==> config.mk <==
export PLATFORM = sky130hd
export DESIGN_NAME = calc_input_sequencer
export DESIGN_NICKNAME = d
export VERILOG_FILES = /design/src/rtl/calc_input_sequencer_pkg.sv /design/src/rtl/calc_input_sequencer_digit_acc.sv /design/src/rtl/calc_input_sequencer.sv
export SDC_FILE = /design/constraint.sdc
export NUM_CORES = 1
export LEC_CHECK = 0
export CAP_MARGIN = 20
export CORE_MARGIN = 4
export CORE_UTILIZATION = 50
export CTS_CLUSTER_SIZE = 8
export DETAILED_ROUTE_END_ITERATION = 10
export DONT_BUFFER_PORTS = 1
export MAX_ROUTING_LAYER = met4
export PLACE_DENSITY_LB_ADDON = 0.1
export REMOVE_ABC_BUFFERS = 1
export SYNTH_ARGS = -nofsm -noshare
export SYNTH_HDL_FRONTEND = slang
export SYNTH_SLANG_ARGS = --single-unit
==> constraint.sdc <==
create_clock -name Clock -period 5.2 [get_ports Clock]
set_clock_uncertainty 0.05 [all_clocks]
set_input_delay 1.04 -clock Clock [delete_from_list [all_inputs] [get_ports Clock]]
set_output_delay 1.04 -clock Clock [all_outputs]
set_load 0.005 [all_outputs]
==> src/rtl/calc_input_sequencer_pkg.sv <==
// Shared definitions for the calculator input sequencer: keypad command
// codes, ALU operator codes, FSM state encoding and command decode helpers.
package calc_input_sequencer_pkg;

  localparam int IC_N = 5;
  localparam int OP_N = 3;

  // Keypad encoder command codes; digits are contiguous so the digit value
  // is the code minus IC_NUM0.
  localparam logic [IC_N-1:0] IC_NONE = 5'd0;
  localparam logic [IC_N-1:0] IC_NUM0 = 5'd1;
  localparam logic [IC_N-1:0] IC_NUM1 = 5'd2;
  localparam logic [IC_N-1:0] IC_NUM2 = 5'd3;
  localparam logic [IC_N-1:0] IC_NUM3 = 5'd4;
  localparam logic [IC_N-1:0] IC_NUM4 = 5'd5;
  localparam logic [IC_N-1:0] IC_NUM5 = 5'd6;
  localparam logic [IC_N-1:0] IC_NUM6 = 5'd7;
  localparam logic [IC_N-1:0] IC_NUM7 = 5'd8;
  localparam logic [IC_N-1:0] IC_NUM8 = 5'd9;
  localparam logic [IC_N-1:0] IC_NUM9 = 5'd10;
  localparam logic [IC_N-1:0] IC_OPAD = 5'd11;
  localparam logic [IC_N-1:0] IC_OPSB = 5'd12;
  localparam logic [IC_N-1:0] IC_OPAN = 5'd13;
  localparam logic [IC_N-1:0] IC_OPOR = 5'd14;
  localparam logic [IC_N-1:0] IC_OPLS = 5'd15;
  localparam logic [IC_N-1:0] IC_CTOK = 5'd16;

  // ALU operator codes.
  localparam logic [OP_N-1:0] OP_ADD = 3'd0;
  localparam logic [OP_N-1:0] OP_SUB = 3'd1;
  localparam logic [OP_N-1:0] OP_AND = 3'd2;
  localparam logic [OP_N-1:0] OP_OR  = 3'd3;
  localparam logic [OP_N-1:0] OP_LS  = 3'd4;

  typedef enum logic [2:0] {
    S_A     = 3'd0,
    S_OP    = 3'd1,
    S_B     = 3'd2,
    S_ISSUE = 3'd3,
    S_WAIT  = 3'd4,
    S_RES   = 3'd5
  } state_t;

  function automatic logic ic_is_digit(input logic [IC_N-1:0] c);
    return (c >= IC_NUM0) && (c <= IC_NUM9);
  endfunction

  function automatic logic ic_is_op(input logic [IC_N-1:0] c);
    return (c >= IC_OPAD) && (c <= IC_OPLS);
  endfunction

  function automatic logic [3:0] ic_digit(input logic [IC_N-1:0] c);
    logic [IC_N-1:0] t;
    t = c - IC_NUM0;
    return t[3:0];
  endfunction

  function automatic logic [OP_N-1:0] ic_to_op(input logic [IC_N-1:0] c);
    logic [OP_N-1:0] o;
    case (c)
      IC_OPSB: o = OP_SUB;
      IC_OPAN: o = OP_AND;
      IC_OPOR: o = OP_OR;
      IC_OPLS: o = OP_LS;
      default: o = OP_ADD;
    endcase
    return o;
  endfunction

endpackage

==> src/rtl/calc_input_sequencer_digit_acc.sv <==
// calc_digit_acc: decimal digit accumulator step, acc*10 + d, computed in
// W+4 bits so a result above 2^W-1 is detected and the digit dropped.
module calc_digit_acc #(
  parameter int W = 16
) (
  input  logic [W-1:0] acc,
  input  logic [3:0]   d,
  output logic [W-1:0] next,
  output logic         ovf
);

  logic [W+3:0] wide_acc;
  logic [W+3:0] sum;

  // acc*10 as (acc<<3)+(acc<<1); on overflow the accumulator is held.
  always_comb begin
    wide_acc = {4'b0000, acc};
    sum      = (wide_acc << 3) + (wide_acc << 1) + {{W{1'b0}}, d};
    ovf      = |sum[W+3:W];
    next     = ovf ? acc : sum[W-1:0];
  end

endmodule

==> src/rtl/calc_input_sequencer.sv <==
// calc_input_sequencer: turns keypad commands into one ALU operation per
// CTOK, holds the returned result and drives the display value.
// Optional feature macro: CALC_CHAIN_EN (operator after a result chains it
// as the next operand A).
//
// Handshake: exec_valid rises with exec_a/exec_b/exec_op stable and they
// stay unchanged until the rising edge where exec_ready is sampled high;
// that edge is the transfer and exec_valid drops the following cycle.
// Reset is the only way to withdraw a pending request.
module calc_input_sequencer
  import calc_input_sequencer_pkg::*;
#(
  parameter int W = 16
) (
  input  logic            Clock,
  input  logic            Reset,
  input  logic [IC_N-1:0] cmd,
  output logic            exec_valid,
  input  logic            exec_ready,
  output logic [W-1:0]    exec_a,
  output logic [W-1:0]    exec_b,
  output logic [OP_N-1:0] exec_op,
  input  logic            res_valid,
  input  logic [W-1:0]    res_data,
  output logic [W-1:0]    disp_value,
  output logic            ovf,
  output logic            busy,
  output state_t          dbg_state
);

  state_t          state_q, state_d;
  logic [W-1:0]    a_q, a_d, b_q, b_d, r_q, r_d, disp_q, disp_d;
  logic [OP_N-1:0] op_q, op_d;
  logic            ovf_q, ovf_d, valid_q, valid_d, busy_q, busy_d;

  logic            is_dig, is_op;
  logic [3:0]      dig;
  logic [W-1:0]    dig_w, acc_in, acc_next;
  logic            acc_ovf;

  // One shared accumulator, fed with B while entering B, otherwise A.
  assign acc_in = (state_q == S_B) ? b_q : a_q;

  calc_digit_acc #(.W(W)) u_acc (
    .acc  (acc_in),
    .d    (dig),
    .next (acc_next),
    .ovf  (acc_ovf)
  );

  // Next-state, operand and registered-output computation.
  always_comb begin
    state_d = state_q;
    a_d     = a_q;
    b_d     = b_q;
    r_d     = r_q;
    op_d    = op_q;
    ovf_d   = ovf_q;
    is_dig  = ic_is_digit(cmd);
    is_op   = ic_is_op(cmd);
    dig     = ic_digit(cmd);
    dig_w   = {{(W-4){1'b0}}, dig};

    case (state_q)
      S_A: begin
        if (is_dig) begin
          a_d = acc_next;
          if (acc_ovf) ovf_d = 1'b1;
        end else if (is_op) begin
          op_d    = ic_to_op(cmd);
          state_d = S_OP;
        end
      end
      S_OP: begin
        if (is_dig) begin
          b_d     = dig_w;
          ovf_d   = 1'b0;
          state_d = S_B;
        end else if (is_op) begin
          op_d = ic_to_op(cmd);
        end
      end
      S_B: begin
        if (is_dig) begin
          b_d = acc_next;
          if (acc_ovf) ovf_d = 1'b1;
        end else if (cmd == IC_CTOK) begin
          state_d = S_ISSUE;
        end
      end
      S_ISSUE: begin
        if (exec_ready) state_d = S_WAIT;
      end
      S_WAIT: begin
        if (res_valid) begin
          r_d     = res_data;
          state_d = S_RES;
        end
      end
      S_RES: begin
        if (is_dig) begin
          a_d     = dig_w;
          ovf_d   = 1'b0;
          state_d = S_A;
        end
`ifdef CALC_CHAIN_EN
        else if (is_op) begin
          a_d     = r_q;
          op_d    = ic_to_op(cmd);
          state_d = S_OP;
        end
`endif
      end
      default: state_d = S_A;
    endcase

    valid_d = (state_d == S_ISSUE);
    busy_d  = (state_d == S_ISSUE) || (state_d == S_WAIT);
    case (state_d)
      S_A, S_OP:               disp_d = a_d;
      S_B, S_ISSUE, S_WAIT:    disp_d = b_d;
      S_RES:                   disp_d = r_d;
      default:                 disp_d = '0;
    endcase
  end

  // FSM state, operands and registered outputs.
  always_ff @(posedge Clock) begin
    if (!Reset) begin
      state_q <= S_A;
      a_q     <= '0;
      b_q     <= '0;
      r_q     <= '0;
      op_q    <= OP_ADD;
      ovf_q   <= 1'b0;
      valid_q <= 1'b0;
      busy_q  <= 1'b0;
      disp_q  <= '0;
    end else begin
      state_q <= state_d;
      a_q     <= a_d;
      b_q     <= b_d;
      r_q     <= r_d;
      op_q    <= op_d;
      ovf_q   <= ovf_d;
      valid_q <= valid_d;
      busy_q  <= busy_d;
      disp_q  <= disp_d;
    end
  end

  assign exec_valid = valid_q;
  assign exec_a     = a_q;
  assign exec_b     = b_q;
  assign exec_op    = op_q;
  assign disp_value = disp_q;
  assign ovf        = ovf_q;
  assign busy       = busy_q;
  assign dbg_state  = state_q;

endmodule

==> metrics.md <==
| Metric | Value |
|---|---|
| Gp weighted congestion | 0.968 |
| Die ar. | 10900 um^2 |
| Post-Syn Instances | 547 |
| Max incr delay on CP | 0.54 ns |
| ANT cells | 0 |
| P_leak | 2.06 nW |
| CP top delay family | compound AO/OA/AOI/OAI gates |
| Port Buf Inserts | 0 |
| Outcome | completed |
| Critical path launch point type | register |
| Number of flops mapped to enable cells by yosys | 0 |
| Overall Power | 1.31 mW |
| Detailed Place HPWL | 9.98 mm |
| Longest Clk Path Bufs | 2 |
| Pre-CTS setup slack | 0.111 ns |
| Critical path arrival | 4.89 ns |
| Yosys reg bits | 73 |
| Routed Antenna Nets | 0 |
| Final setup vio count | 0 |
| Critical Path, Cell by Cell | nor3b_2 > buf_4 > mux2_2 > fa_1 > fa_1 > a211oi_1 > o211ai_2 > o211ai_1 > mux2i_1 > o2111ai_4 > nor2_4 > buf_4 > mux2i_1 > a222oi_1 > o21ai_0 |
| Filler cell count | 829 |
| Htree depth | 3 |
| Crit path max fanout | 18 |
| Die Y | 104 um |
| Vias after detailed routing | 4186 |
| Clk sinks | 73 |
| Tightest Pin Transition | 0.699 ns |
| RSZ-0062 raised after global routing | false |
| Setup bufs post-CTS | 0 |
| CTS buffer count | 9 |
| Maximum vdd drop | 171 uV |
| CTS Hold Buffers Added | 0 |
| Vias/cell | 6.36 |
| PwrDens | 262 nW/um^2 |
| Max_cap viols | 0 |
| CTS Root Cell | clkbuf_8 |
| Prevailing post-synth register cell | dfxtp_1 |
| Slew HR | 53.4% |
| Number of remaining DRC errors | 0 |
| TritonCTS clock tree | yes |
| Fin worst setup slack | 0.483 ns |
| Area Overhead vs Synth | 7.65% |
| Worst path bufs/invs | 2 |
| Core area | 8850 um^2 |
| WL per Instance | 20.2 um |
| Tmin final | 4.72 ns |
| Critical Setup Path Class | reg -> reg |
| Number of global-route vias before repair | 3866 |
| Post-synthesis cell area | 4630 um^2 |
| WL final | 13.3 mm |
| Critical path's slowest cell | fa_1 |
| Final worst-path cycle share | 90.7% |
| Die X | 104 um |
| Initial antenna violation count | 0 |
| I/O pin cnt | 82 |
| Worst path required time | 5.38 ns |
| Starting DRC count in detailed routing | 450 |
| Skew-Pair Late Insertion Delay | 0.35 ns |
| Synth warnings | 0 |
| Nets | 608 |
| Synth Area per Inst | 8.46 um^2 |
| First-pass GRT wire length | 21.0 mm |
| Clock transition at path regs | 0.09 ns |
| Post-synthesis sequential area ratio | 31.6% |
| Pre-antenna DRT Iters | 7 |
| Pin count of the biggest net entering global routing | 38 |
| Ys async rst share | 0% |
| Max-slew violation count | 0 |
| Post-cts sizing count | 0 |
| Max Clk Rate | 212 MHz |
| All-layer global routing usage | 24.5% |
| Setup_tns | 0 ns |
| Post-synthesis cell type count | 61 |
| Grt ovf | 0 |
| Critical Path End Type | register |
| Row cnt | 34 |
| Initial Util | 52.3% |
| Hold Fails Final Rpt | 0 |
| Share of cells above drive strength 1 | 12.7% |
| Min-delay worst type | reg -> reg |
tightest hold or removal path, delay by kind of cell (launching register included):
kind            cells  cell delay (ns)
flops               1             0.31
compound gates      1             0.07
simple gates        1             0.05
report_power, final:
part           internal [mW]  switching, mW
Combinational         0.0931          0.159
Sequential             0.577         0.0209
Clock                  0.226          0.232
Total                  0.896          0.412
cells in the mapped netlist (all sizes together), types with 2 or more instances:
cell type	n	area, um^2
a211o	2	17.5
a211oi	6	45.0
a21o	6	45.0
a21oi	42	214
a221o	5	50.1
a221oi	5	43.8
a222oi	11	110
a22oi	12	90.1
and2	4	25.0
and3	6	37.5
and4	2	17.5
buf	7	32.5
clkbuf	24	90.1
dfxtp	73	1460
fa	2	40.0
ha	36	450
inv	24	90.1
mux2	22	248
mux2i	14	144
nand2	60	225
nand2b	5	31.3
nand3	10	50.1
nand4	4	25.0
nor2	50	195
nor2b	4	25.0
nor3	3	15.0
nor3b	2	15.0
nor4	2	27.5
o2111ai	4	52.6
o211a	2	20.0
o211ai	5	42.5
o21a	5	37.5
o21ai	38	190
o21bai	2	15.0
o221ai	3	26.3
o22ai	4	31.3
o2bb2ai	4	35.0
o31ai	9	67.6
or2	2	12.5
xnor2	6	52.6
xor2	10	87.6
flip-flops by register name, summed over array words and instances, names as in the netlist:
signal / cells
exec_valid: 1
exec_a: 16
exec_b: 16
r_q: 16
dbg_state: 3
disp_value: 16
ovf: 1
busy: 1
exec_op: 3
placed cells by master (no fill, tap or decap), types with 9 or more instances in the layout:
master / Yosys / layout
nor2_1: 49 / 49
ha_1: 36 / 36
clkbuf_8: 0 / 9
nand2_1: 60 / 60
dfxtp_1: 73 / 73
o31ai_1: 9 / 9
mux2_2: 22 / 22
mux2i_1: 13 / 13
a21oi_1: 41 / 41
a222oi_1: 11 / 11
inv_1: 23 / 23
buf_4: 0 / 18
o21ai_0: 32 / 32
a22oi_1: 12 / 12
nand3_1: 10 / 10
xor2_1: 10 / 10
cell type report:
type / count / area [um^2] / share of cell area (%)
clock buffer: 9 / 124 / 2.49
clock inverter: 7 / 77.6 / 1.56
inverter: 24 / 90.1 / 1.81
multi-input combinational: 419 / 2960 / 59.4
sequential: 73 / 1460 / 29.3
tap: 108 / 135 / 2.71
timing repair buffer: 18 / 135 / 2.71
per-stage QoR:
stage | util [%] | area, um^2 | hold WS, ns | instances
3_5_place_dp | 54.0 | 4780 | 0.406 | 642
5_1_grt | 56.3 | 4980 | 0.456 | 658
4_1_cts | 56.3 | 4980 | 0.423 | 658
6_report | 56.3 | 4980 | 0.417 | 658
3_3_place_gp | 54.0 | 4780 | 0.407 | 642
2_1_floorplan | - | 4510 | 0.389 | 516
kinds of logic after synthesis:
logic type,after synthesis,synth area share (%)
AO/OA/AOI/OAI,173,26.3
AND/OR/NAND/NOR,156,15.5
flip-flops,73,31.6
buffers and inverters,55,4.60
adder cells (fa/ha/maj),38,10.6
multiplexers,36,8.46
XOR/XNOR,16,3.03
final timing paths:
kind	start	end	slack, ns	depth (start not counted)
worst max-delay path	dbg_state[2]	disp_value[11]	0.48	15
worst min-delay path	r_q[14]	r_q[14]	0.42	2
worst max register to register	dbg_state[2]	disp_value[11]	0.48	15
worst min register to register	r_q[14]	r_q[14]	0.42	2
layer usage:
| metal | up-vias | wire length, um | GRT usage, % |
|---|---|---|---|
| met1 | 1955 | 6210 | 35.0 |
| met4 | 0 | 220 | 5.98 |
| met3 | 20 | 1270 | 6.58 |
| met2 | 202 | 5600 | 34.4 |
| li1 | 2009 | - | - |
| met5 | - | 0 | - |
(Power assumes the default switching activity.)
